===== config.mk =====
export PLATFORM = sky130hd
export DESIGN_NAME = mem_port_arbiter_flat
export DESIGN_NICKNAME = d
export VERILOG_FILES = /design/src/rtl/mem_port_arbiter_if.sv /design/src/rtl/mem_port_arbiter.sv /design/src/flat_wrapper.sv
export SDC_FILE = /design/constraint.sdc
export NUM_CORES = 1
export LEC_CHECK = 0
export ABC_CLOCK_PERIOD_IN_PS = 2500
export BUFFER_PORTS_ARGS = -buffer_cell sky130_fd_sc_hd__buf_2
export CAP_MARGIN = 10
export CORE_UTILIZATION = 47
export DETAILED_ROUTE_END_ITERATION = 10
export PLACE_DENSITY = 0.8
export SLEW_MARGIN = 40
export SYNTH_ARGS = -nofsm -noshare
export SYNTH_HDL_FRONTEND = slang
export SYNTH_SLANG_ARGS = --single-unit

===== constraint.sdc =====
create_clock -name clk -period 2.5 [get_ports clk]
set_clock_uncertainty 0.05 [all_clocks]
set_input_delay 0.5 -clock clk [delete_from_list [all_inputs] [get_ports clk]]
set_output_delay 0.5 -clock clk [all_outputs]
set_load 0.01 [all_outputs]

===== src/rtl/mem_port_arbiter_if.sv =====
// Bus bundle for the unified memory port arbiter.
// Carries the fetch requester, the load/store requester and the memory-side
// handshake. The arbiter uses the slave view. The environment (requesters
// plus memory) uses the master view.
interface mem_port_arbiter_if #(
  parameter int ADDR_WIDTH = 32,
  parameter int DATA_WIDTH = 32
);

  // Instruction fetch requester
  logic                  if_req;
  logic [ADDR_WIDTH-1:0] if_addr;
  logic                  if_gnt;
  logic                  if_rvalid;
  logic [DATA_WIDTH-1:0] if_rdata;

  // Data load/store requester
  logic                  d_req;
  logic                  d_we;
  logic [2:0]            d_op;
  logic [ADDR_WIDTH-1:0] d_addr;
  logic [DATA_WIDTH-1:0] d_wdata;
  logic                  d_gnt;
  logic                  d_rvalid;
  logic [DATA_WIDTH-1:0] d_rdata;

  // Unified memory port
  logic                  mem_req;
  logic                  mem_we;
  logic [2:0]            mem_op;
  logic [ADDR_WIDTH-1:0] mem_addr;
  logic [DATA_WIDTH-1:0] mem_wdata;
  logic                  mem_ready;
  logic                  mem_rvalid;
  logic [DATA_WIDTH-1:0] mem_rdata;

  // Sticky protocol / timeout error
  logic                  err;

  modport slave (
    input  if_req, if_addr,
    output if_gnt, if_rvalid, if_rdata,
    input  d_req, d_we, d_op, d_addr, d_wdata,
    output d_gnt, d_rvalid, d_rdata,
    output mem_req, mem_we, mem_op, mem_addr, mem_wdata,
    input  mem_ready, mem_rvalid, mem_rdata,
    output err
  );

  modport master (
    output if_req, if_addr,
    input  if_gnt, if_rvalid, if_rdata,
    output d_req, d_we, d_op, d_addr, d_wdata,
    input  d_gnt, d_rvalid, d_rdata,
    input  mem_req, mem_we, mem_op, mem_addr, mem_wdata,
    output mem_ready, mem_rvalid, mem_rdata,
    input  err
  );

endinterface


===== src/rtl/mem_port_arbiter.sv =====
// Unified memory port arbiter.
// Shares one memory port between instruction fetch (I) and data load/store
// (D). Only one transaction is in flight at a time. Data wins conflicts
// unless fetch has already lost STARVE_MAX conflicts in a row. A response
// that never arrives is force-completed after TIMEOUT cycles in WAIT. Any
// response seen outside WAIT is flagged as a protocol error. Both the
// timeout and the protocol error raise a sticky err flag.
module mem_port_arbiter #(
  parameter int ADDR_WIDTH = 32,
  parameter int DATA_WIDTH = 32,
  parameter int STARVE_MAX = 4,
  parameter int TIMEOUT    = 16
) (
  input  logic                clk,
  input  logic                rst_n,
  mem_port_arbiter_if.slave   bus
);

  typedef enum logic [1:0] {
    ST_IDLE,
    ST_ISSUE,
    ST_WAIT,
    ST_RESP
  } state_e;

  typedef enum logic {
    OWN_I = 1'b0,
    OWN_D = 1'b1
  } owner_e;

  localparam int STARVE_W = $clog2(STARVE_MAX + 1);
  localparam logic [STARVE_W-1:0] STARVE_LIMIT = STARVE_W'(STARVE_MAX);

  localparam int WAIT_W = $clog2(TIMEOUT);
  localparam logic [WAIT_W-1:0] WAIT_LAST = WAIT_W'(TIMEOUT - 1);

  // Fetches are always plain word reads.
  localparam logic [2:0] OP_WORD = 3'b010;

  state_e                state_q;
  state_e                state_d;
  owner_e                owner_q;
  logic [STARVE_W-1:0]   starve_q;
  logic [STARVE_W-1:0]   starve_d;
  logic [WAIT_W-1:0]     wait_q;

  logic [ADDR_WIDTH-1:0] addr_q;
  logic                  we_q;
  logic [2:0]            op_q;
  logic [DATA_WIDTH-1:0] wdata_q;

  logic [DATA_WIDTH-1:0] if_rdata_q;
  logic [DATA_WIDTH-1:0] d_rdata_q;
  logic                  err_q;

  logic                  if_gnt_c;
  logic                  d_gnt_c;
  logic                  resp_hit;
  logic                  timeout_hit;
  logic                  spurious_hit;

  // In WAIT, a real response takes priority over the timeout.
  assign resp_hit     = (state_q == ST_WAIT) && bus.mem_rvalid;
  assign timeout_hit  = (state_q == ST_WAIT) && !bus.mem_rvalid && (wait_q == WAIT_LAST);
  assign spurious_hit = (state_q != ST_WAIT) && bus.mem_rvalid;

  // Grant decision, starvation bookkeeping and next-state selection.
  always_comb begin
    state_d  = state_q;
    starve_d = starve_q;
    if_gnt_c = 1'b0;
    d_gnt_c  = 1'b0;

    unique case (state_q)
      ST_IDLE: begin
        if (bus.if_req && bus.d_req) begin
          // Fetch wins only once it has lost STARVE_MAX conflicts in a row.
          // The counter therefore never moves past STARVE_LIMIT.
          if (starve_q == STARVE_LIMIT) begin
            if_gnt_c = 1'b1;
            starve_d = '0;
          end else begin
            d_gnt_c  = 1'b1;
            starve_d = starve_q + STARVE_W'(1);
          end
        end else if (bus.d_req) begin
          d_gnt_c = 1'b1;
        end else if (bus.if_req) begin
          if_gnt_c = 1'b1;
          starve_d = '0;
        end

        if (if_gnt_c || d_gnt_c) begin
          state_d = ST_ISSUE;
        end
      end

      ST_ISSUE: begin
        if (bus.mem_ready) begin
          state_d = ST_WAIT;
        end
      end

      ST_WAIT: begin
        if (resp_hit || timeout_hit) begin
          state_d = ST_RESP;
        end
      end

      ST_RESP: begin
        state_d = ST_IDLE;
      end

      default: begin
        state_d = ST_IDLE;
      end
    endcase
  end

  // State register and starvation counter.
  always_ff @(posedge clk) begin
    if (!rst_n) begin
      state_q  <= ST_IDLE;
      starve_q <= '0;
    end else begin
      state_q  <= state_d;
      starve_q <= starve_d;
    end
  end

  // Capture the winning request so mem_* stay stable while the requester moves on.
  always_ff @(posedge clk) begin
    if (!rst_n) begin
      owner_q <= OWN_I;
      addr_q  <= '0;
      we_q    <= 1'b0;
      op_q    <= '0;
      wdata_q <= '0;
    end else if (d_gnt_c) begin
      owner_q <= OWN_D;
      addr_q  <= bus.d_addr;
      we_q    <= bus.d_we;
      op_q    <= bus.d_op;
      wdata_q <= bus.d_wdata;
    end else if (if_gnt_c) begin
      owner_q <= OWN_I;
      addr_q  <= bus.if_addr;
      we_q    <= 1'b0;
      op_q    <= OP_WORD;
      wdata_q <= '0;
    end
  end

  // Response-wait counter: restarted on accept, advanced while waiting.
  always_ff @(posedge clk) begin
    if (!rst_n) begin
      wait_q <= '0;
    end else if ((state_q == ST_ISSUE) && bus.mem_ready) begin
      wait_q <= '0;
    end else if ((state_q == ST_WAIT) && (wait_q != WAIT_LAST)) begin
      wait_q <= wait_q + WAIT_W'(1);
    end
  end

  // Per-requester read data: updated only on that requester's completion.
  always_ff @(posedge clk) begin
    if (!rst_n) begin
      if_rdata_q <= '0;
      d_rdata_q  <= '0;
    end else if (resp_hit) begin
      if (owner_q == OWN_D) begin
        d_rdata_q <= we_q ? '0 : bus.mem_rdata;
      end else begin
        if_rdata_q <= bus.mem_rdata;
      end
    end else if (timeout_hit) begin
      if (owner_q == OWN_D) begin
        d_rdata_q <= '0;
      end else begin
        if_rdata_q <= '0;
      end
    end
  end

  // Sticky error: set by timeouts and stray responses, cleared only by reset.
  always_ff @(posedge clk) begin
    if (!rst_n) begin
      err_q <= 1'b0;
    end else if (timeout_hit || spurious_hit) begin
      err_q <= 1'b1;
    end
  end

  assign bus.if_gnt    = if_gnt_c;
  assign bus.d_gnt     = d_gnt_c;

  assign bus.if_rvalid = (state_q == ST_RESP) && (owner_q == OWN_I);
  assign bus.d_rvalid  = (state_q == ST_RESP) && (owner_q == OWN_D);
  assign bus.if_rdata  = if_rdata_q;
  assign bus.d_rdata   = d_rdata_q;

  assign bus.mem_req   = (state_q == ST_ISSUE);
  assign bus.mem_we    = (state_q == ST_ISSUE) && we_q;
  assign bus.mem_op    = op_q;
  assign bus.mem_addr  = addr_q;
  assign bus.mem_wdata = wdata_q;

  assign bus.err       = err_q;

endmodule

===== src/flat_wrapper.sv =====
// flat-port wrapper written by rule: the top's interface ports become plain ports
module mem_port_arbiter_flat 
#(
  parameter int ADDR_WIDTH = 32,
  parameter int DATA_WIDTH = 32,
  parameter int STARVE_MAX = 4,
  parameter int TIMEOUT    = 16
)
  (clk, rst_n, bus_if_req, bus_if_addr, bus_if_gnt, bus_if_rvalid, bus_if_rdata, bus_d_req, bus_d_we, bus_d_op, bus_d_addr, bus_d_wdata, bus_d_gnt, bus_d_rvalid, bus_d_rdata, bus_mem_req, bus_mem_we, bus_mem_op, bus_mem_addr, bus_mem_wdata, bus_mem_ready, bus_mem_rvalid, bus_mem_rdata, bus_err);
  mem_port_arbiter_if #(.ADDR_WIDTH(ADDR_WIDTH), .DATA_WIDTH(DATA_WIDTH)) bus_i ();
  input  logic clk;
  input  logic rst_n;
  input wire logic [$bits(bus_i.if_req)-1:0] bus_if_req;
  input wire logic [$bits(bus_i.if_addr)-1:0] bus_if_addr;
  output wire logic [$bits(bus_i.if_gnt)-1:0] bus_if_gnt;
  output wire logic [$bits(bus_i.if_rvalid)-1:0] bus_if_rvalid;
  output wire logic [$bits(bus_i.if_rdata)-1:0] bus_if_rdata;
  input wire logic [$bits(bus_i.d_req)-1:0] bus_d_req;
  input wire logic [$bits(bus_i.d_we)-1:0] bus_d_we;
  input wire logic [$bits(bus_i.d_op)-1:0] bus_d_op;
  input wire logic [$bits(bus_i.d_addr)-1:0] bus_d_addr;
  input wire logic [$bits(bus_i.d_wdata)-1:0] bus_d_wdata;
  output wire logic [$bits(bus_i.d_gnt)-1:0] bus_d_gnt;
  output wire logic [$bits(bus_i.d_rvalid)-1:0] bus_d_rvalid;
  output wire logic [$bits(bus_i.d_rdata)-1:0] bus_d_rdata;
  output wire logic [$bits(bus_i.mem_req)-1:0] bus_mem_req;
  output wire logic [$bits(bus_i.mem_we)-1:0] bus_mem_we;
  output wire logic [$bits(bus_i.mem_op)-1:0] bus_mem_op;
  output wire logic [$bits(bus_i.mem_addr)-1:0] bus_mem_addr;
  output wire logic [$bits(bus_i.mem_wdata)-1:0] bus_mem_wdata;
  input wire logic [$bits(bus_i.mem_ready)-1:0] bus_mem_ready;
  input wire logic [$bits(bus_i.mem_rvalid)-1:0] bus_mem_rvalid;
  input wire logic [$bits(bus_i.mem_rdata)-1:0] bus_mem_rdata;
  output wire logic [$bits(bus_i.err)-1:0] bus_err;
  assign bus_i.if_req = bus_if_req;
  assign bus_i.if_addr = bus_if_addr;
  assign bus_if_gnt = bus_i.if_gnt;
  assign bus_if_rvalid = bus_i.if_rvalid;
  assign bus_if_rdata = bus_i.if_rdata;
  assign bus_i.d_req = bus_d_req;
  assign bus_i.d_we = bus_d_we;
  assign bus_i.d_op = bus_d_op;
  assign bus_i.d_addr = bus_d_addr;
  assign bus_i.d_wdata = bus_d_wdata;
  assign bus_d_gnt = bus_i.d_gnt;
  assign bus_d_rvalid = bus_i.d_rvalid;
  assign bus_d_rdata = bus_i.d_rdata;
  assign bus_mem_req = bus_i.mem_req;
  assign bus_mem_we = bus_i.mem_we;
  assign bus_mem_op = bus_i.mem_op;
  assign bus_mem_addr = bus_i.mem_addr;
  assign bus_mem_wdata = bus_i.mem_wdata;
  assign bus_i.mem_ready = bus_mem_ready;
  assign bus_i.mem_rvalid = bus_mem_rvalid;
  assign bus_i.mem_rdata = bus_mem_rdata;
  assign bus_err = bus_i.err;
  mem_port_arbiter #(.ADDR_WIDTH(ADDR_WIDTH), .DATA_WIDTH(DATA_WIDTH), .STARVE_MAX(STARVE_MAX), .TIMEOUT(TIMEOUT)) u_core (.clk(clk), .rst_n(rst_n), .bus(bus_i));
endmodule

==> flow_summary.yaml <==
status:
  status: "finished clean"
power_and_ir_drop:
  pwr-share-comb_pct: 32.2
  p_clk_share_pct: 32.0
  report.power.total_mw: 8.024
  powerDensity_nw_per_um2: 1004
  p_leak_nw: 3.425
  p_int_mw: 5.255
  switching_power_mw: 2.768
  seq_power_share_pct: 35.8
  vdd_drop_max_mv: 0.5521
  switching_share_pct: 34.50
layout:
  register_area_um2: 2863
  layout.cells.non_filler: 1102
  drive_gt1_share_pct: 35.48
  fin_nets: 1066
  stdcell_area_um2: 7990
  multiInputGateArea_um2: 2740
  fillers: 1103
  utilization_pct: 65.43
  syn_to_final_growth_pct: 33.91
yosys:
  seq_area_frac_synth_pct: 47.98
  synth_edf_count: 0
  postSynthRegisterBits: 143
  syn_area_um2: 5967
  synthFlopType: "dfxtp_1"
  synth-warning-count: 0
  ys_types: 42
  syn-num-nets: 822
  avgSynthCellArea_um2: 8.827
  ys_async_sr_fraction_pct: 0
  synthCells: 676
routing:
  routed_wirelength_mm: 17.38
  drtIter0Drc: 441
  drc: 0
  drtPass1Iterations: 5
  antenna_left: 0
  wl_per_cell_um: 15.77
  via_per_inst: 5.504
  vias: 6065
setup_path:
  path_buf_inv: 3
  endpoint_kind: "output port"
  cp_cell_sequence: "inv_1 -> ha_1 -> and2_1 -> nand2_4 -> inv_1 -> buf_2"
  crit_path_frequent_cell: "inv_1"
  path_max_fanout: 19
  arrival_ns: 1.71
  cp_top_family: "flip-flops"
  cp_slowest_cell: "dfxtp_1"
  setup.worst_path.start_class: "flop"
  crit_required_ns: 1.95
  path_class: "reg -> out"
  max_stage_delay_ns: 0.39
global_routing:
  grt_pass1_vias: 5535
  grt_max_degree: 42
  grt_first_pass_wirelength_mm: 26.59
  grt-ovfl-total: 0
  grt_usage_pct: 25.87
  antenna_found_initial: 2
min_path:
  hold_path_class: "in -> reg"
sta:
  finalCritPeriodShare_pct: 90.23
  max_slew_margin_pct: 53.91
  min_period_ns: 2.256
  rsz0062_at_grt: "no"
  finalHoldViolations: 0
  setup_viol_count_final: 0
  clock.fmax_ghz: 0.4433
  fin_hold_ws_ns: 0.2857
  fin_tns_setup_ns: 0
  maxSlewViolCount: 0
  worst_pin_slew_ns: 0.6903
  setup_slack_ns: 0.2441
die:
  die_w_um: 114.7
  die_h_um: 114.7
  row_count: 40
  boundaryPins: 276
  die_area_um2: 13150
  core_um2: 12210
  start_util_pct: 48.86
clocking:
  htreeDepth: 4
  insertion_delay_ns: 0.42
  root_buffer: "clkbuf_16"
  cts_tree: "yes"
  clkSinkCount: 143
  hold_buffers: 0
  cts_buffers: 17
  clk_pin_slew_worst_paths_ns: 0.06
  max-clock-path-buffers: 2
place:
  dp_cells: 1069
  gp_congestion: 0.8624
  post_dp_cell_area_um2: 7376
  place_hpwl_mm: 11.93
  port_buffers: 275
  pre_cts_ws_ns: 0.4563
job:
  drv_cap: 0
placed cells by master, fill, tap and decap left out, types with 4 or more instances in the layout:
| cell | Yosys | layout |
|---|---|---|
| ha_1 | 8 | 8 |
| clkinvlp_4 | 0 | 5 |
| buf_4 | 10 | 13 |
| buf_2 | 24 | 275 |
| a32oi_1 | 35 | 35 |
| mux2i_1 | 33 | 33 |
| inv_1 | 8 | 8 |
| nor2_1 | 70 | 69 |
| clkbuf_16 | 0 | 17 |
| nand2_1 | 106 | 106 |
| a311oi_1 | 32 | 32 |
| a211oi_1 | 32 | 32 |
| nor3_1 | 32 | 32 |
| o21ai_0 | 35 | 35 |
| dfxtp_1 | 143 | 143 |
| nand3_1 | 4 | 4 |
| a21oi_1 | 41 | 41 |
logic make-up (layout without fill, tap and decap cells):
kind of cell	count (synthesis)	count (layout)	synth area share [%]
AND/OR/NAND/NOR	229	229	16.10
AO/OA/AOI/OAI	188	188	22.33
flip-flops	143	143	47.98
buffers and inverters	75	332	6.374
multiplexers	33	33	5.536
adder cells (fa/ha/maj)	8	8	1.678
other	0	1	0
final timing paths:
kind | cells past startpoint | slack [ns] | start | endpoint
max | 6 | 0.24 | u_core.state_q[0]$_SDFFE_PN0P_ | bus_d_gnt
max reg2reg | 4 | 0.46 | u_core.wait_q[0]$_SDFFE_PP0P_ | u_core.bus.d_rdata[12]$_SDFFE_PN0P_
min | 3 | 0.29 | bus_d_wdata[27] | u_core.bus.mem_wdata[27]$_SDFFE_PN0P_
min reg2reg | 2 | 0.41 | u_core.bus.d_rdata[28]$_SDFFE_PN0P_ | u_core.bus.d_rdata[28]$_SDFFE_PN0P_
cell type report:
cell class                      instances  area share, %
Clock buffer                           19          5.543
Inverter                                9         0.4228
Sequential cell                       143          35.83
Tap cell                              168          2.631
Antenna cell                            1        0.03132
Clock inverter                         13          2.051
Timing Repair Buffer                  291          19.20
Multi-Input combinational cell        458          34.29
cells in the mapped netlist (2+ instances only):
cell type	count	area, um^2
nor2_1	70	262.8
a32oi_1	35	306.5
clkbuf_1	27	101.4
ha_1	8	100.1
nand2_1	106	397.9
inv_1	8	30.03
mux2i_1	33	330.3
o21ai_0	35	175.2
buf_6	4	45.04
and2_1	3	18.77
o311ai_0	2	17.52
a21oi_1	41	205.2
and3_1	3	18.77
nor3_1	32	160.2
buf_4	10	75.07
dfxtp_1	143	2863
o41ai_1	2	17.52
a211oi_1	32	240.2
nand3_1	4	20.02
a311oi_1	32	280.3
nor2b_1	2	12.51
buf_2	24	120.1
state kept, by name, indices dropped and copies added, names as in the netlist:
signal,count
u_core.bus.mem_wdata,32
u_core.starve_q,3
u_core.state_q,2
u_core.bus.d_rdata,32
u_core.bus.err,1
u_core.we_q,1
u_core.bus.mem_op,3
u_core.bus.if_rdata,32
u_core.bus.mem_addr,32
u_core.owner_q,1
u_core.wait_q,4
layer usage:
layer,routed length (um),vias up,global-route usage [%]
met5,8,-,0
met4,461,2,12.03
met3,1317,42,7.994
met2,8032,264,40.69
met1,7560,2814,32.40
li1,-,2943,-
repair_timing:
action,4_1_cts,5_1_grt
setup endpoints to repair,0,1
setup buffers,0,0
resized for setup,0,1
worst register-to-register path, delay by kind of cell, from the launching register on:
| family | cells | cell delay (ns) |
|---|---|---|
| compound gates | 1 | 0.43 |
| simple gates | 1 | 0.63 |
| mux | 1 | 0.28 |
| fa+ha+maj | 1 | 0.23 |
| flops | 1 | 0.36 |
power groups by stage:
| stage | sequential (mW) | combinational (mW) | clock (mW) |
|---|---|---|---|
| after CTS | 2.87 | 2.58 | 2.62 |
| after global placement | 2.90 | 2.55 | 0 |
| after detailed placement | 2.90 | 2.57 | 0 |
| after global routing | 2.91 | 2.84 | 2.71 |
| final | 2.87 | 2.58 | 2.57 |
| after floorplan | 3.06 | 1.51 | 0 |
No activity file was read; power rests on OpenSTA's default activity.
